==> src/rtl/spi_master_tx.sv <==
// SPI mode-0 transmitter: shifts one DATA_WIDTH-bit word out LSB first,
// framed by ss_n, with a start pulse at frame begin and a finish pulse at the end.
module spi_master_tx #(
   parameter int DATA_WIDTH = 512,
   parameter int CLK_DIV    = 4
) (
   input  logic                  clk,
   input  logic                  rst,
   input  logic                  tx_start,
   input  logic [DATA_WIDTH-1:0] tx_data,
   output logic                  sclk,
   output logic                  mosi,
   output logic                  ss_n,
   output logic                  start,
   output logic                  busy,
   output logic                  tx_finish
);

   localparam int DIVW = $clog2(CLK_DIV);
   localparam int EDGW = $clog2(DATA_WIDTH) + 1;
   localparam logic [DIVW-1:0] DIV_LAST = DIVW'(CLK_DIV - 1);
   localparam logic [EDGW-1:0] EDGE_ALL = EDGW'(DATA_WIDTH);

   typedef enum logic [2:0] {
      IDLE,
      SETUP,
      SHIFT,
      HOLD,
      DONE
   } state_e;

   state_e                state_q;
   logic [DIVW-1:0]       div_q;
   logic [EDGW-1:0]       edge_q;
   logic [DATA_WIDTH-1:0] shreg_q;
   logic                  sclk_q;
   logic                  mosi_q;
   logic                  ss_n_q;
   logic                  start_q;
   logic                  busy_q;
   logic                  fin_q;

   always_ff @(posedge clk) begin
      if (rst) begin
         state_q <= IDLE;
         div_q   <= '0;
         edge_q  <= '0;
         shreg_q <= '0;
         sclk_q  <= 1'b0;
         mosi_q  <= 1'b0;
         ss_n_q  <= 1'b1;
         start_q <= 1'b0;
         busy_q  <= 1'b0;
         fin_q   <= 1'b0;
      end else begin
         start_q <= 1'b0;
         fin_q   <= 1'b0;
         unique case (state_q)
            IDLE: begin
               if (tx_start) begin
                  // bit 0 goes straight to mosi; the register holds the rest
                  shreg_q <= {1'b0, tx_data[DATA_WIDTH-1:1]};
                  mosi_q  <= tx_data[0];
                  ss_n_q  <= 1'b0;
                  start_q <= 1'b1;
                  busy_q  <= 1'b1;
                  div_q   <= '0;
                  edge_q  <= '0;
                  state_q <= SETUP;
               end
            end
            SETUP: begin
               if (div_q == DIV_LAST) begin
                  div_q   <= '0;
                  sclk_q  <= 1'b1;
                  edge_q  <= edge_q + EDGW'(1);
                  state_q <= SHIFT;
               end else begin
                  div_q <= div_q + DIVW'(1);
               end
            end
            SHIFT: begin
               if (div_q == DIV_LAST) begin
                  div_q <= '0;
                  if (sclk_q) begin
                     sclk_q <= 1'b0;
                     if (edge_q == EDGE_ALL) begin
                        state_q <= HOLD;
                     end else begin
                        mosi_q  <= shreg_q[0];
                        shreg_q <= {1'b0, shreg_q[DATA_WIDTH-1:1]};
                     end
                  end else begin
                     sclk_q <= 1'b1;
                     edge_q <= edge_q + EDGW'(1);
                  end
               end else begin
                  div_q <= div_q + DIVW'(1);
               end
            end
            HOLD: begin
               if (div_q == DIV_LAST) begin
                  div_q   <= '0;
                  ss_n_q  <= 1'b1;
                  fin_q   <= 1'b1;
                  state_q <= DONE;
               end else begin
                  div_q <= div_q + DIVW'(1);
               end
            end
            DONE: begin
               busy_q  <= 1'b0;
               mosi_q  <= 1'b0;
               state_q <= IDLE;
            end
            default: state_q <= IDLE;
         endcase
      end
   end

   assign sclk      = sclk_q;
   assign mosi      = mosi_q;
   assign ss_n      = ss_n_q;
   assign start     = start_q;
   assign busy      = busy_q;
   assign tx_finish = fin_q;

endmodule

==> config.mk <==
export PLATFORM = sky130hd
export DESIGN_NAME = spi_master_tx
export DESIGN_NICKNAME = d
export VERILOG_FILES = /design/src/rtl/spi_master_tx.sv
export SDC_FILE = /design/constraint.sdc
export NUM_CORES = 1
export LEC_CHECK = 0
export ABC_CLOCK_PERIOD_IN_PS = 5800
export CORE_ASPECT_RATIO = 1.1
export CORE_UTILIZATION = 57
export CTS_CLUSTER_DIAMETER = 200
export DETAILED_ROUTE_END_ITERATION = 10
export GPL_TIMING_DRIVEN = 0
export PLACE_DENSITY = 0.87
export SLEW_MARGIN = 20
export SYNTH_ARGS = -nofsm -noshare
export SYNTH_HDL_FRONTEND = slang
export SYNTH_SLANG_ARGS = --single-unit
==> constraint.sdc <==
create_clock -name clk -period 5.8 [get_ports clk]
set_clock_uncertainty 0.15 [all_clocks]
set_input_delay 1.45 -clock clk [delete_from_list [all_inputs] [get_ports clk]]
set_output_delay 1.45 -clock clk [all_outputs]
set_load 0.01 [all_outputs]
# ---- After elaboration in Yosys (flattened, before gate mapping)
# Cells that the tools add are included.
dict set report op_classes {
  add_sub_neg 2
  n_eq_ne 14
  muxes 35
  n_bitwise 2
  reduce_logical 19
}
# op n
set op_table {}
lappend op_table {{2-to-1 mux 512 bit} 4}
lappend op_table {{case mux 512 bit (2 select lines)} 1}
lappend op_table {{2-to-1 mux 10 bit} 4}
lappend op_table {{case mux 10 bit (3 select lines)} 1}
lappend op_table {{2-to-1 mux 3 bit} 6}
lappend op_table {{inequality test 2 bit, second input constant} 8}
lappend op_table {{AND reduction 5 bit} 3}
lappend op_table {{case mux 3 bit (4 select lines)} 1}
lappend op_table {{2-to-1 mux 1 bit} 11}
lappend op_table {{adder 10 x 1 -> 10 bit, second input constant} 1}
lappend op_table {{equality test 10 bit, second input constant} 1}
lappend op_table {{nonzero test 2 bit} 5}
lappend op_table {{equality test 3 x 2 -> 1 bit, second input constant} 2}
lappend op_table {{case mux 1 bit (2 select lines)} 3}
lappend op_table {{AND reduction 3 bit} 2}
lappend op_table {{AND reduction 6 bit} 1}
lappend op_table {{nonzero test 3 bit} 2}
lappend op_table {{2-to-1 mux 2 bit} 2}
lappend op_table {{case mux 2 bit (2 select lines)} 1}
lappend op_table {{AND reduction 2 bit} 2}
lappend op_table {{OR reduction 2 bit} 2}
lappend op_table {{equality test 3 x 1 -> 1 bit, second input constant} 1}
lappend op_table {{equality test 3 bit, second input constant} 1}
lappend op_table {{logical NOT 3 bit} 1}
lappend op_table {{5 further kinds} 6}
dict set report totals {
  reg_bits 533
  out_inout_bits 6
  word_cells 82
}

# ---- Longest topological paths before layout
# Gate-level depths: netlist (run 1).
dict set report depth {
  word_depth 5
  depth_mapped 10
}

# ---- Least setup slack after synthesis (run 1)
# OpenSTA, ideal clock, no wires.
dict set report synth_path {
  path_type {input -> register}
  startpoint {input tx_start}
  endpoint {register shreg_q[386]}
  setup_ns 0.089
  t_arrival_ns 2.915
  t_required_ns 5.561
  path_slack_ns 2.646
  path_stages 6
  cell_sequence {nand2b_1 > a211oi_1 > clkbuf_1 > clkbuf_1 > a21oi_1 > a311oi_2}
}
dict set report synth_between {
  elab_chain_len 2
}
# item line_no
set synth_lines {}
lappend synth_lines {{start, declared} 9} ;# input logic tx_start,
lappend synth_lines {{inequality test 2 bit (no source line)} -}
lappend synth_lines {{AND reduction 5 bit (no source line)} -}
lappend synth_lines {{end signal, assigned} 62} ;# shreg_q <= {1'b0, tx_data[DATA_WIDTH-1:1]};
lappend synth_lines {{end signal, assigned} 91} ;# shreg_q <= {1'b0, shreg_q[DATA_WIDTH-1:1]};
lappend synth_lines {{end, declared} 35} ;# logic [DATA_WIDTH-1:0] shreg_q;
# No other way between the ends.
# A chain may end at the register's enable or synchronous reset.

# ---- Worst setup path in the final report (run 1)
dict set report layout_path {
  startpoint {input tx_start}
  endpoint {register shreg_q[254]}
}
# Same word-level chain as after synthesis.

==> summary.txt, run 1 <==
Synthesis
  – Most numerous cell in the Yosys netlist: sky130_fd_sc_hd__nand2_1
  – Cells taking the most area after synthesis: sky130_fd_sc_hd__dfxtp_1 (39%), sky130_fd_sc_hd__a311oi_2 (27%), sky130_fd_sc_hd__nand2_1 (14%)
  – Most instantiated flip-flop cell in the synthesis netlist: sky130_fd_sc_hd__dfxtp_1
  – Count of yosys warnings during synthesis: 0
  – Proportion of netlist area held by the largest area contributor: 39.42%
  – Total nets after synthesis: 3554
  – Unique masters post-synth: 48
  – Leading area contributor after synthesis: sky130_fd_sc_hd__dfxtp_1
  – Number of flops mapped to enable cells by yosys: 0
  – Most used standard cells in the synthesized netlist: sky130_fd_sc_hd__nand2_1 (1027), sky130_fd_sc_hd__dfxtp_1 (532), sky130_fd_sc_hd__a21oi_1 (522)
  – Gate Count Post-Synth: 3036
  – Yosys reg bits: 532
  – Sequential cell area fraction in the yosys report: 39.42%
  – Post-synth ARST share: 0%
  – Average instance area after synthesis: 8.899 um^2
  – Cell area after synthesis: 0.02702 mm^2

Routing
  – Wirelength, routed: 81640 um
  – Number of routed nets with antenna violations: 0
  – Count of unresolved DRC violations after routing: 0
  – Number of violations reported at the end of detailed-routing iteration 0: 2251
  – Average wire per cell in the routed design: 19.15 um
  – Mean number of vias per cell: 6.060
  – Vias post-DR: 25830
  – Drt first pass iters: 8

STA
  – Unrepaired setup endpoints after global routing: no
  – Transition time of the tightest slew-check pin: 0.8622 ns
  – Tcrit/Tclk final: 66.30%
  – Final-report setup violation count: 0
  – Relative slew margins: 42.52%
  – Sum of negative setup slack: 0 ns
  – Slew Viols, Final: 0
  – Final hold violation count: 0
  – F_max: 0.2601 GHz
  – Shortest period the worst path allows: 3.845 ns

Layout
  – Area of combinational cells with multiple inputs: 0.01462 mm^2
  – Filler Cell Count: 3315
  – Signed area change from the synthesized netlist to the final layout: 29.01%
  – Share of cells above drive strength 1: 17.68%
  – Nets: 4131
  – Area of all placed cells without fillers: 0.03485 mm^2
  – Sequential cell area: 0.01065 mm^2
  – Final Instance Count excl. Fillers: 4263

Critical path
  – Type of element capturing the critical path: register
  – Top cell family by delay on the critical path: buffers and inverters
  – Critical R2R Launch: div_q[0]
  – Master of the slowest instance on the critical path: sky130_fd_sc_hd__clkdlybuf4s50_1
  – CP Launch Type: input pin
  – Stage delay of the slowest cell on the critical path: 0.56 ns
  – Critical path launch point: tx_start
  – Maximum fanout count along the critical path: 10
  – Classification of the worst setup path: in -> reg
  – Worst EP required: 6.15 ns
  – WP buf/inv: 4
  – Arr. time, crit path: 4.20 ns
  – Crit-path cells: clkdlybuf4s50_1 -> nand2b_1 -> a211oi_2 -> buf_4 -> clkbuf_1 -> clkbuf_1 -> a21oi_1 -> a311oi_2
  – Cell with the most instances on the worst path: sky130_fd_sc_hd__clkbuf_1

Clocking
  – Clock buffer count from CTS: 55
  – Number of setup buffers added after CTS: 0
  – Clock Pin Slew Worst Setup and Hold Paths: 0.06 ns
  – Clock Latency Late Sink: 0.61 ns
  – Clock Sinks: 532
  – CTS resizes: 0
  – Number of buffers on the longest clock path: 3
  – Hold buffer count at cts: 0
  – CTS tree: done
  – Clock root cell: sky130_fd_sc_hd__clkbuf_16
  – H-tree Lvls: 2

Power
  – Leakage: 12.18 nW
  – Power share of the clock group: 38.9%
  – Power after layout: 9.440 mW
  – Internal power: 6.943 mW
  – Power density cells: 270.9 mW/mm^2
  – Sequential fraction of design power: 44.0%
  – Part of the total power dissipated in combinational logic: 17.2%
  – Peak supply drop: 0.2243 mV
  – Net switching power: 2.498 mW
  – Switching part of the total: 26.46%

Die
  – Core Area: 0.04673 mm^2
  – Die Y-Extent: 230.3 um
  – Number of placement rows: 83
  – Chip Width: 209.6 um
  – Number of top-level pins: 521
  – Die Area: 0.04827 mm^2
  – Starting Density: 57.81%

Global routing
  – Number of global-route vias before repair: 25280
  – Wire length of the first global-routing pass: 129500 um
  – Maximum number of pins on one net before global-route repair: 15
  – Antenna violations before repair: 16
  – Overflow left after global routing: 0
  – GRT Overall Usage: 32.66%

Placement
  – Post-detail-place hpwl: 57090 um
  – DP Area: 0.03297 mm^2
  – IO buf count: 519
  – Global placement routability congestion: 0.9073
  – Number of instances in the placed design: 4151

Worst hold path
  – Hold/Removal Path Class: reg -> reg
  – Worst hold path startpoint: shreg_q[480]

Flow run
  – Number of max-cap violations: 0

Outcome
  – Outcome: complete, no violations
## cell families (layout without fill, tap and decap cells)
group	Yosys count	in the layout	share of synthesized area [%]
xor+xnor	2	2	0.06485
simple gates	1086	1086	15.63
fa+ha+maj	3	3	0.1390
other cells	0	15	0
compound gates	1054	1054	38.15
buf+inv	356	973	6.479
mux	3	3	0.1158
flops	532	532	39.42
## sequential cells by signal, summed over array words and instances, names as in the netlist
register	count
ss_n	1
div_q	2
tx_finish	1
shreg_q	511
start	1
state_q	3
mosi	1
edge_q	10
sclk	1
busy	1
## power by group through the flow
stage / combinational [mW] / sequential [mW] / clock [mW]
2_1_floorplan: 1.03 / 4.17 / 0
3_3_place_gp: 1.56 / 4.21 / 0
3_5_place_dp: 1.59 / 4.21 / 0
4_1_cts: 1.61 / 4.14 / 3.69
5_1_grt: 1.74 / 4.18 / 3.81
6_report: 1.62 / 4.15 / 3.67
## area by class of cell
class                           instances  area share (%)
Inverter                                5         0.05385
Antenna cell                           15          0.1077
Timing Repair Buffer                  520           14.93
Multi-Input combinational cell       2148           41.95
Sequential cell                       532           30.56
Buffer                                351           4.968
Tap cell                              595           2.136
Clock inverter                         22          0.7000
Clock buffer                           75           4.602
## per-layer routing
layer	track usage (%)	share of wire (%)	vias to the layer above	wire, um
met3	6.543	7.6	249	6214
met2	55.01	48	1035	38860
met5	0	0.028	-	23
li1	-	-	12230	-
met1	39.78	40	12320	32750
met4	16.01	4.7	4	3799
## final timing paths
path | cells after the start | slack, ns | to
min | 2 | 0.32 | shreg_q[479]
max reg2reg | 9 | 2.42 | shreg_q[254]
max | 8 | 1.95 | shreg_q[254]
min reg2reg | 2 | 0.32 | shreg_q[479]
## worst min-delay path: stages (launching register included)
cell	delay [ns]
sky130_fd_sc_hd__dfxtp_1	0.31
sky130_fd_sc_hd__nand2_1	0.05
sky130_fd_sc_hd__a311oi_1	0.07
## placed cells by master (no fill, tap or decap), types with 5 or more instances in the layout
master,n
sky130_fd_sc_hd__nor2_1,12
sky130_fd_sc_hd__o21ai_0,6
sky130_fd_sc_hd__inv_1,5
sky130_fd_sc_hd__clkbuf_1,297
sky130_fd_sc_hd__clkinv_2,14
sky130_fd_sc_hd__clkdlybuf4s50_1,519
sky130_fd_sc_hd__nand2b_1,8
sky130_fd_sc_hd__a21oi_1,522
sky130_fd_sc_hd__a311oi_1,21
sky130_fd_sc_hd__nand2_1,1027
sky130_fd_sc_hd__clkbuf_8,11
sky130_fd_sc_hd__buf_6,54
sky130_fd_sc_hd__nor3b_1,5
sky130_fd_sc_hd__bufinv_16,5
sky130_fd_sc_hd__clkbuf_16,57
sky130_fd_sc_hd__diode_2,15
sky130_fd_sc_hd__dfxtp_1,532
sky130_fd_sc_hd__a311oi_2,489
## metrics by stage
step	hold slack (ns)	utilization, %	worst slack [ns]
finish	0.3219	74.58	1.955
global route	0.3562	74.56	1.762
CTS	0.3213	74.50	1.983
detailed placement	0.3211	70.55	1.363
global placement	0.3139	70.52	0.7572
floorplan	0.3056	-	2.646
Power figures use the tool's default switching activity.
==> run 2: changes to the inputs <==
- ABC_CLOCK_PERIOD_IN_PS: 5800 -> 3900
- CORE_UTILIZATION: 57 -> 53
- PLACE_DENSITY: 0.87 -> 0.81
- clock period: 5.8 -> 3.9 ns (I/O delays scaled with it)
==> run 2 against run 1 <==
Against the previous run:
- utilization decreased by 4.9 points
- worst hold slack improved by 0.00082 ns
- cell count increased by 1.6%
- sequential power increased by 49%
- first-iteration DRC count decreased by 23%
- global-route usage decreased by 2.4 points
- via count decreased by 1.7%
- sequential share of layout area decreased by 0.13 points
- non-clock buffer count unchanged
- total power increased by 50%
- critical endpoint is now shreg_q[243]
- largest power group unchanged
- highest routed layer unchanged
==> summary.txt, run 2 (synthesis results as in run 1) <==
Critical path
  – Crit-path cells: clkdlybuf4s50_1 -> nand2b_1 -> a211oi_2 -> buf_4 -> clkbuf_1 -> clkbuf_1 -> a21oi_1 -> a311oi_2 (unchanged)
  – Worst Reg2Reg Path Length in Cells: 9 (unchanged)
  – Cell with the most instances on the worst path: sky130_fd_sc_hd__clkbuf_1 (unchanged)
  – FF-to-FF setup slack: 0.43 ns (was 2.42 ns)
  – Type of element capturing the critical path: register (unchanged)
  – WP buf/inv: 4 (unchanged)
  – Endpoint of the worst setup timing path: shreg_q[243] (was shreg_q[254])
  – Classification of the worst setup path: in -> reg (unchanged)
  – Worst EP required: 4.26 ns (was 6.15 ns)
  – Critical path depth: 8 (unchanged)
  – Critical path launch point: tx_start (unchanged)
  – Top cell family by delay on the critical path: buffers and inverters (unchanged)
  – CP Launch Type: input pin (unchanged)
  – Stage delay of the slowest cell on the critical path: 0.58 ns (was 0.56 ns)
  – Critical R2R Launch: div_q[0] (unchanged)
  – Master of the slowest instance on the critical path: sky130_fd_sc_hd__clkdlybuf4s50_1 (unchanged)
  – Maximum fanout count along the critical path: 10 (unchanged)
  – Worst reg2reg path endpoint: shreg_q[243] (was shreg_q[254])
  – Arr. time, crit path: 3.87 ns (was 4.20 ns)

Clocking
  – Clock root cell: sky130_fd_sc_hd__clkbuf_16 (unchanged)
  – Clock Latency Late Sink: 0.61 ns (about the same)
  – Number of setup buffers added after CTS: 0 (unchanged)
  – Clock Pin Slew Worst Setup and Hold Paths: 0.06 ns (about the same)
  – CTS resizes: 0 (unchanged)
  – H-tree Lvls: 2 (unchanged)
  – Clock Sinks: 532 (unchanged)
  – Number of buffers on the longest clock path: 3 (unchanged)
  – Hold buffer count at cts: 0 (unchanged)
  – Clock buffer count from CTS: 55 (unchanged)
  – CTS tree: done (unchanged)

Global routing
  – Wire length of the first global-routing pass: 127700 um (was 129500 um)
  – Maximum number of pins on one net before global-route repair: 14 (was 15)
  – GRT Overall Usage: 30.25% (was 32.66%)
  – Antenna violations before repair: 17 (was 16)
  – Overflow left after global routing: 0 (unchanged)
  – Number of global-route vias before repair: 24540 (was 25280)

STA
  – Tcrit/Tclk final: 90.06%
  – Shortest period the worst path allows: 3.512 ns
  – Worst Hold Slack: 0.3227 ns (was 0.3219 ns)
  – Sum of negative setup slack: 0 ns (unchanged)
  – F_max: 0.2847 GHz
  – Unrepaired setup endpoints after global routing: no (unchanged)
  – Transition time of the tightest slew-check pin: 0.8538 ns (was 0.8622 ns)
  – Final hold violation count: 0 (unchanged)
  – Relative slew margins: 43.08% (was 42.52%)
  – Final-report setup violation count: 0 (unchanged)
  – Slew Viols, Final: 0 (unchanged)

Worst hold path
  – Hold/Removal Path Class: reg -> reg (unchanged)

Power
  – Power density cells: 404.6 mW/mm^2 (was 270.9 mW/mm^2)
  – Peak supply drop: 0.3772 mV (was 0.2243 mV)
  – Leakage: 12.20 nW (was 12.18 nW)

Layout
  – Area of all placed cells without fillers: 0.03501 mm^2 (was 0.03485 mm^2)
  – Most common cell after layout, fill and taps aside: sky130_fd_sc_hd__nand2_1 (unchanged)
  – Top Registers: shreg_q x511, edge_q x10, state_q x3 (unchanged)
  – Nets: 4131 (unchanged)
  – Max FFs per register: 511 (unchanged)
  – Register with the highest flop count: shreg_q (unchanged)
  – Most frequent cells in the layout: sky130_fd_sc_hd__nand2_1 (1027), sky130_fd_sc_hd__dfxtp_1 (532), sky130_fd_sc_hd__a21oi_1 (522) (unchanged)
  – Share of cells above drive strength 1: 17.63% (was 17.68%)
  – Signed area change from the synthesized netlist to the final layout: 29.58% (was 29.01%)

Outcome
  – Outcome: complete, no violations (unchanged)

Flow run
  – Number of max-cap violations: 0 (unchanged)

Routing
  – Count of unresolved DRC violations after routing: 0 (unchanged)
  – Average wire per cell in the routed design: 18.80 um (was 19.15 um)
  – Number of routed nets with antenna violations: 0 (unchanged)
  – Drt first pass iters: 6 (was 8)
  – Mean number of vias per cell: 5.860 (was 6.060)
  – Wirelength, routed: 81470 um (was 81640 um)
  – Vias post-DR: 25390 (was 25830)
  – Number of violations reported at the end of detailed-routing iteration 0: 1736 (was 2251)

Die
  – Core Area: 0.05025 mm^2 (was 0.04673 mm^2)
  – Die Area: 0.05188 mm^2 (was 0.04827 mm^2)
  – Die Y-Extent: 238.8 um (was 230.3 um)
  – Number of placement rows: 86 (was 83)
  – Starting Density: 53.76% (was 57.81%)
  – Chip Width: 217.3 um (was 209.6 um)
  – Number of top-level pins: 521 (unchanged)

Placement
  – IO buf count: 519 (unchanged)
  – Post-detail-place hpwl: 57620 um (was 57090 um)
  – DP Area: 0.03305 mm^2 (was 0.03297 mm^2)
  – Global placement routability congestion: 0.8965 (was 0.9073)
-- run 2: how the worst min path moves through the flow --
| stage | slack, ns | cells after the start | start | to |
|---|---|---|---|---|
| finish | 0.32 | 1 | ss_n | ss_n |
| global route | 0.35 | 1 | ss_n | ss_n |
| CTS | 0.33 | 1 | ss_n | ss_n |
| detailed placement | 0.30 | 1 | ss_n | ss_n |
| global placement | 0.31 | 1 | ss_n | ss_n |
| floorplan | 0.31 | 2 | shreg_q[476] | shreg_q[475] |
-- run 2: worst register-to-register path: stages, from the launching register on --
cell                       delay (ns)
sky130_fd_sc_hd__dfxtp_1         0.36
sky130_fd_sc_hd__ha_1            0.16
sky130_fd_sc_hd__clkbuf_1        0.31
sky130_fd_sc_hd__nand3_1         0.15
sky130_fd_sc_hd__a211oi_2        0.50
sky130_fd_sc_hd__buf_4           0.27
sky130_fd_sc_hd__clkbuf_1        0.57
sky130_fd_sc_hd__clkbuf_1        0.44
sky130_fd_sc_hd__a21oi_1         0.18
sky130_fd_sc_hd__a311oi_2        0.30
-- run 2: area by class of cell --
cell class                 count  area (um^2)
multi-input combinational   2148        14620
inverter                       5        18.77
tap                          660        825.8
sequential                   532        10650
fill                        3930        15240
buffer                       351         1732
clock buffer                  88         1713
antenna                       14        35.03
timing repair buffer         520         5202
clock inverter                15        209.0
-- run 2: layer usage --
| metal | GRT usage [%] | vias to the layer above | part of all wire, % |
|---|---|---|---|
| li1 | - | 12220 | - |
| met2 | 50.36 | 813 | 47 |
| met5 | 0 | - | 0.074 |
| met3 | 5.483 | 200 | 6.9 |
| met1 | 38.08 | 12150 | 42 |
| met4 | 13.40 | 8 | 4.1 |
-- run 2: report_power, final --
group,total [mW],internal (mW),leakage [nW],switching (mW)
clock network,5.60,3.33,0.944,2.27
registers,6.17,5.91,4.41,0.252
logic,2.40,1.22,6.85,1.18
-- run 2: metrics by stage --
| step | std cells | utilization (%) | setup WS, ns | power (mW) |
|---|---|---|---|---|
| after floorplan | 3036 | - | 1.221 | 7.737 |
| after global placement | 4215 | 65.74 | -0.7507 | 8.590 |
| after detailed placement | 4216 | 65.77 | -0.1149 | 8.639 |
| after CTS | 4319 | 69.59 | 0.4675 | 14.19 |
| after global routing | 4330 | 69.65 | 0.2215 | 14.67 |
| final | 4333 | 69.66 | 0.3877 | 14.16 |
